File: src/rtl/radar_trigger_generator.sv
// Pulse-repetition trigger generator: bursts of N single-cycle triggers (or a continuous train) at a fixed PRI.
// Optional macro TRIGGER_STAGGER_EN adds ipPeriodB and alternates PRI A/B between triggers.
module radar_trigger_generator #(
    parameter int unsigned PRI_WIDTH   = 24,
    parameter int unsigned COUNT_WIDTH = 16
) (
    input  logic                   ipClk,
    input  logic                   ipReset,
    input  logic                   ipEnable,
    input  logic                   ipStart,
    input  logic [PRI_WIDTH-1:0]   ipPeriod,
`ifdef TRIGGER_STAGGER_EN
    input  logic [PRI_WIDTH-1:0]   ipPeriodB,
`endif
    input  logic [COUNT_WIDTH-1:0] ipBurstLength,
    output logic                   opMasterTrigger,
    output logic                   opBusy,
    output logic                   opDone,
    output logic [COUNT_WIDTH-1:0] opTriggerCount
);

    typedef enum logic {IDLE, RUN} state_t;

    state_t                 state, state_n;
    logic [PRI_WIDTH-1:0]   interval_cnt, interval_cnt_n;
    logic [PRI_WIDTH-1:0]   reload_a, reload_a_n;
    logic [COUNT_WIDTH-1:0] burst_len, burst_len_n;
    logic                   trigger_n, busy_n, done_n;
    logic [COUNT_WIDTH-1:0] trig_count_n;
    logic [PRI_WIDTH-1:0]   reload_val_c;
`ifdef TRIGGER_STAGGER_EN
    logic [PRI_WIDTH-1:0]   reload_b, reload_b_n;
    logic                   use_b, use_b_n;
`endif

    // Interval counter reload value is PRI-1 so expiry lands exactly one PRI after a trigger.
    function automatic logic [PRI_WIDTH-1:0] pri_reload(input logic [PRI_WIDTH-1:0] p);
        return (p < PRI_WIDTH'(2)) ? PRI_WIDTH'(1) : (p - PRI_WIDTH'(1));
    endfunction

`ifdef TRIGGER_STAGGER_EN
    assign reload_val_c = use_b ? reload_b : reload_a;
`else
    assign reload_val_c = reload_a;
`endif

    // Next-state and next-output logic
    always_comb begin
        state_n        = state;
        interval_cnt_n = interval_cnt;
        reload_a_n     = reload_a;
        burst_len_n    = burst_len;
        trigger_n      = 1'b0;
        done_n         = 1'b0;
        busy_n         = opBusy;
        trig_count_n   = opTriggerCount;
`ifdef TRIGGER_STAGGER_EN
        reload_b_n     = reload_b;
        use_b_n        = use_b;
`endif
        case (state)
            IDLE: begin
                if (ipStart && ipEnable) begin
                    state_n        = RUN;
                    reload_a_n     = pri_reload(ipPeriod);
                    burst_len_n    = ipBurstLength;
                    interval_cnt_n = pri_reload(ipPeriod);
                    trigger_n      = 1'b1;
                    busy_n         = 1'b1;
                    trig_count_n   = COUNT_WIDTH'(1);
`ifdef TRIGGER_STAGGER_EN
                    reload_b_n     = pri_reload(ipPeriodB);
                    use_b_n        = 1'b1;
`endif
                end
            end
            RUN: begin
                if (!ipEnable) begin
                    state_n = IDLE;
                    busy_n  = 1'b0;
                end else if (interval_cnt == '0) begin
                    if ((burst_len != '0) && (opTriggerCount == burst_len)) begin
                        state_n = IDLE;
                        busy_n  = 1'b0;
                        done_n  = 1'b1;
                    end else begin
                        trigger_n      = 1'b1;
                        trig_count_n   = opTriggerCount + COUNT_WIDTH'(1);
                        interval_cnt_n = reload_val_c;
`ifdef TRIGGER_STAGGER_EN
                        use_b_n        = ~use_b;
`endif
                    end
                end else begin
                    interval_cnt_n = interval_cnt - PRI_WIDTH'(1);
                end
            end
            default: state_n = IDLE;
        endcase
    end

    // State and registered outputs
    always_ff @(posedge ipClk or posedge ipReset) begin
        if (ipReset) begin
            state           <= IDLE;
            interval_cnt    <= '0;
            reload_a        <= '0;
            burst_len       <= '0;
            opMasterTrigger <= 1'b0;
            opBusy          <= 1'b0;
            opDone          <= 1'b0;
            opTriggerCount  <= '0;
`ifdef TRIGGER_STAGGER_EN
            reload_b        <= '0;
            use_b           <= 1'b0;
`endif
        end else begin
            state           <= state_n;
            interval_cnt    <= interval_cnt_n;
            reload_a        <= reload_a_n;
            burst_len       <= burst_len_n;
            opMasterTrigger <= trigger_n;
            opBusy          <= busy_n;
            opDone          <= done_n;
            opTriggerCount  <= trig_count_n;
`ifdef TRIGGER_STAGGER_EN
            reload_b        <= reload_b_n;
            use_b           <= use_b_n;
`endif
        end
    end

endmodule
File: config.mk
export PLATFORM = sky130hd
export DESIGN_NAME = radar_trigger_generator
export DESIGN_NICKNAME = d
export VERILOG_FILES = /design/src/rtl/radar_trigger_generator.sv
export SDC_FILE = /design/constraint.sdc
export NUM_CORES = 1
export LEC_CHECK = 0
export ABC_AREA = 1
export ABC_CLOCK_PERIOD_IN_PS = 8000
export BUFFER_PORTS_ARGS = -buffer_cell sky130_fd_sc_hd__buf_2
export CAP_MARGIN = 20
export CORE_ASPECT_RATIO = 0.5
export CORE_UTILIZATION = 40
export CTS_CLUSTER_DIAMETER = 80
export DETAILED_ROUTE_END_ITERATION = 16
export PLACE_DENSITY = 0.62
export SLEW_MARGIN = 20
export SYNTH_ARGS = -nofsm -noshare
export SYNTH_HDL_FRONTEND = slang
export SYNTH_SLANG_ARGS = --single-unit
File: constraint.sdc
create_clock -name ipClk -period 8 [get_ports ipClk]
set_clock_uncertainty 0.2 [all_clocks]
set_input_delay 1.6 -clock ipClk [delete_from_list [all_inputs] [get_ports ipClk]]
set_output_delay 1.6 -clock ipClk [all_outputs]
set_load 0.02 [all_outputs]
-- After elaboration in Yosys (flattened, before gate mapping)
Index checks and enable logic that the tools add are counted.
- bits in registers: 84
- bits in latches: 0
- RAM bits: 0
- ROM bits: 0
- input port bits: 44
- output and inout bits: 19
- memories: 0
- $add $sub $neg: 3
- multipliers: 0
- div/mod/pow operators: 0
- magnitude comparators: 1
- equality and inequality tests: 8
- shift-type cells: 0
- multiplexer cells: 28
- bitwise logic cells: 1
- reductions and logical operators: 8
- operators by type and width (kind ; count):
    $mux W24 ; 5
    $mux W16 ; 4
    $pmux W24 S2 ; 1
    $sub A24 B1 Y24 const B ; 2
    $pmux W16 S2 ; 1
    $logic_not A24 Y1 ; 1
    $lt A24 B2 Y1 const B ; 1
    $add A16 B1 Y16 const B ; 1
    $eq A16 B16 Y1 ; 1
    $reduce_bool A16 Y1 ; 1
    $mux W1 ; 14
    $ne A2 B2 Y1 const B ; 3
    $ne A3 B2 Y1 const B ; 2
    $pmux W1 S2 ; 3
    $reduce_and A3 Y1 ; 2
    $reduce_and A4 Y1 ; 1
    $ne A3 B3 Y1 const B ; 1
    $logic_and A1 B1 Y1 ; 2
    $ne A2 B1 Y1 const B ; 1
    $reduce_and A2 Y1 ; 1
    $not A1 Y1 ; 1

-- Logic depth before layout (Yosys ltp)
- depth after elaboration: 6
- gate-level depth with buffers: 13
- depth with buffers taken out: 12

-- Worst setup path after synthesis
No wires, ideal clock.
- path kind: input-to-reg
- start point: input ipPeriod[0]
- end point: register interval_cnt[14]
- library setup time: 0.066 ns
- data arrival time: 2.768 ns
- path slack: 4.966 ns
- stages on the path: 10
- path buffers: 0
- cell sequence: inv_1 ha_1 nand2_1 nor2_1 nand2_1 o21ai_0 nand4_1 nand2_1 nand2_1 nand2_1
- longest elaborated chain between the ends: 4
- ends and longest elaborated chain (item ; line ; RTL):
    start, declared ; 11 ; input logic [PRI_WIDTH-1:0] ipPeriod,
    $sub A24 B1 Y24 / $lt A24 B2 Y1 (equally long branches) ; 38 ; return (p < PRI_WIDTH'(2)) ? PRI_WIDTH'(1) : (p - PRI_WIDTH'(1));
    $mux W24 (*) ; 38 ;
    $mux W24 (*) ; 63 ; if (ipStart && ipEnable) begin
    $pmux W24 S2 (*) ; 61 ; case (state)
    end signal, assigned ; 119 ; interval_cnt <= interval_cnt_n;
    end, declared ; 25 ; logic [PRI_WIDTH-1:0] interval_cnt, interval_cnt_n;
Every way passes the cells marked *; elsewhere a longest branch is shown, timed or not. The select of a mux whose other input is x is not followed.
A chain may end at the register's enable or synchronous reset.

-- Final worst setup path
- start point: input ipEnable
- end point: register burst_len[0]
- longest elaborated chain between the ends: 2
- ends and longest elaborated chain (item ; line ; RTL):
    start, declared ; 9 ; input logic ipEnable,
    $logic_and A1 B1 Y1 ; 63 ;
    $reduce_and A2 Y1 (no source line) ; - ;
    end signal, assigned ; 121 ; burst_len <= burst_len_n;
    end, declared ; 27 ; logic [COUNT_WIDTH-1:0] burst_len, burst_len_n;
No other way between the ends.

==> results.sh <==
export IMPL_startpoint_type="input port"
export IMPL_max_freq_ghz=0.287
export IMPL_status="finished, final reports clean"
export IMPL_synth_seq_cells=84
export IMPL_dieArea_um2=15900
export IMPL_cts_sinks=84
export IMPL_grt_pass1_vias=5852
export IMPL_final_cell_mix="313 x nand2_1, 143 x nand3_1, 112 x nor2_1"
export IMPL_p_switching_w=0.000550
export IMPL_grt_usage=0.235
export IMPL_p_leak_nw=3.55
export IMPL_worstSetupEndpointType="flop"
export IMPL_grt_max_degree=78
export IMPL_finalCriticalPeriod_ns=3.48
export IMPL_p_seq_frac=0.406
export IMPL_diodes=0
export IMPL_grt_pass1_wl_um=29800
export IMPL_gr_total_overflow=0
export IMPL_syn2layout_area_growth_pct=11.5
export IMPL_setup_violations=0
export IMPL_antenna_found_initial=0
export IMPL_dp_hpwl_um=13000
export IMPL_syn_num_nets=1006
export IMPL_min_path_type="reg -> reg"
export IMPL_drc=0
export IMPL_ir_drop_mv=0.106
export IMPL_layout_setup_ws_ns=4.52
export IMPL_dieHeight_um=89.8
export IMPL_crit_path_frequent_cell="buf_4"
export IMPL_routabilityCongestion=0.909
export IMPL_clk_pin_slew_worst_paths_ns=0.07
export IMPL_maxSlewViolCount=0
export IMPL_seqCellArea_um2=2100
export IMPL_cts_buffers=9
export IMPL_vias_per_cell=5.20
export IMPL_io_pins=63
export IMPL_slew_headroom=0.324
export IMPL_multi_input_area_um2=3520
export IMPL_netlist_area_um2=6170
export IMPL_netlist_area_leader_share=0.341
export IMPL_yosysTopAreaCell="dfrtp_1"
export IMPL_cp_required_ns=8.02
export IMPL_synth_cell_types=34
export IMPL_period_share=0.435
export IMPL_p_comb_frac=0.311
export IMPL_wl_per_cell_um=14.6
export IMPL_core_um2=14700
export IMPL_ctsHtreeMaxLevel=3
export IMPL_clk_latency_ns=0.34
export IMPL_cp_max_fo=77
export IMPL_pre_cts_slack_ns=4.14
export IMPL_grt_setup_unrepaired="no"
export IMPL_clk_path_buf_depth=2
export IMPL_cellPowerDensity_nw_per_um2=207
export IMPL_cts_repair_resized=0
export IMPL_drtIter0Drc=471
export IMPL_cpMaxStageDelayCell="buf_4"
export IMPL_fin_util=0.467
export IMPL_switching_share=0.387
export IMPL_worst_slew_pin_slew_ns=1.01
export IMPL_ys_warn_count=0
export IMPL_nFillCells=1561
export IMPL_layout_drive_gt1_share=0.129
export IMPL_p_int_w=0.000871
export IMPL_crit_chain="buf_2 > nand3_2 > buf_4 > inv_1 > buf_4 > nand2_1 > o21ai_0"
export IMPL_cts_tree="yes"
export IMPL_synth_area_top_cells="dfrtp_1 34%, nand2_1 19%, nand3_1 12%"
export IMPL_synth_area_per_cell_um2=6.44
export IMPL_pwr_share_clk=0.283
export IMPL_layout_commonest_cell="nand2_1"
export IMPL_slowest_delay_ns=0.62
export IMPL_post_cts_buffers=0
export IMPL_ant_nets=0
export IMPL_vias=6264
export IMPL_std_cell_rows=31
export IMPL_power_w=0.00142
export IMPL_criticalPathCategory="in -> reg"
export IMPL_synthCells=958
export IMPL_wirelength_um=17600
export IMPL_start_util=0.418
export IMPL_synth_seq_area_share=0.341
export IMPL_cts_root_buf="clkbuf_16"
export IMPL_nNetsFinal=1049
export IMPL_hold_buffers=0
export IMPL_final_hold_viol_count=0
export IMPL_crit_arrival_ns=3.51
export IMPL_firstDrtPassIters=7
export IMPL_drv_cap=0
export IMPL_final_setup_tns_ns=0
export IMPL_die_x_um=178
export IMPL_io_buffers=62
-- state kept, by name (all words and copies together) (netlist names) --
signal / count
state: 1
reload_a: 24
opDone: 1
opTriggerCount: 16
interval_cnt: 24
opBusy: 1
opMasterTrigger: 1
burst_len: 16
-- cell families after synthesis --
family                   Yosys count  share of synthesized area
AND/OR/NAND/NOR                  657                      0.480
XOR/XNOR                          26                     0.0369
buffers and inverters            135                     0.0889
AO/OA/AOI/OAI                     52                     0.0448
adder cells (fa/ha/maj)            4                    0.00812
flip-flops                        84                      0.341
-- power by group through the flow --
stage,logic [W],clock network (W),registers (W)
after floorplan,0.000336,0,0.000565
after global placement,0.000432,0,0.000583
after detailed placement,0.000441,0,0.000582
after CTS,0.000442,0.000412,0.000577
after global routing,0.000508,0.000428,0.000589
final,0.000442,0.000402,0.000578
-- synth_stat cells --
| library cell | number |
|---|---|
| o21ai_0 | 43 |
| nor4_1 | 1 |
| nand3_1 | 144 |
| nor3_1 | 10 |
| and3_1 | 1 |
| inv_1 | 93 |
| nor2_1 | 112 |
| clkbuf_1 | 20 |
| and2_0 | 2 |
| or2_2 | 6 |
| buf_4 | 3 |
| buf_2 | 6 |
| inv_2 | 6 |
| o21bai_1 | 2 |
| nand2_2 | 13 |
| o211ai_1 | 4 |
| nor2_8 | 2 |
| ha_1 | 4 |
| a21oi_1 | 2 |
| nor2_4 | 3 |
| nand2_1 | 313 |
| nor3b_1 | 1 |
| xnor2_1 | 5 |
| dfrtp_1 | 84 |
| buf_6 | 3 |
| nand2_4 | 5 |
| nand3_2 | 2 |
| buf_1 | 4 |
| nor2_2 | 6 |
| nand3_4 | 2 |
| nand4_1 | 27 |
| a31oi_1 | 1 |
| nand3b_1 | 7 |
| xor2_1 | 21 |
-- layer usage --
metal / vias to the layer above / track usage / share of wire
met2: 164 / 0.386 / 0.46
met1: 2939 / 0.323 / 0.47
li1: 3138 / - / -
met4: 0 / 0.0556 / 0.013
met5: - / 0 / 0
met3: 23 / 0.0347 / 0.050
-- per-stage QoR --
step | hold WS (ns) | cells | area [µm²]
CTS | 0.278 | 1204 | 6880
global placement | 0.260 | 1188 | 6600
finish | 0.279 | 1204 | 6880
detailed placement | 0.261 | 1188 | 6600
floorplan | 0.240 | 958 | 6170
global route | 0.286 | 1204 | 6880
-- worst max-delay path: cells and delay by family --
family / cells / cell delay (ns)
buf+inv: 4 / 1.69
simple gates: 2 / 0.13
compound gates: 1 / 0.07
-- cell type report --
type	count	share of cell area
clock buffers	11	0.0353
clock inverters	5	0.00509
inverters	99	0.0542
multi-input cells	739	0.512
flip-flops and latches	84	0.306
well taps	198	0.0360
repair buffers	68	0.0517
-- path summary, 6_finish.rpt --
kind	from	to	slack (ns)	cells after the start
setup / recovery	ipEnable	burst_len[0]	4.52	7
hold / removal	reload_a[2]	reload_a[2]	0.28	2
setup reg to reg	state	burst_len[0]	5.11	8
hold reg to reg	reload_a[2]	reload_a[2]	0.28	2
max in group asynchronous	ipReset	reload_a[14]	5.38	3
min in group asynchronous	ipReset	burst_len[2]	1.12	2
Note: power is estimated with default switching activity, not from simulation.
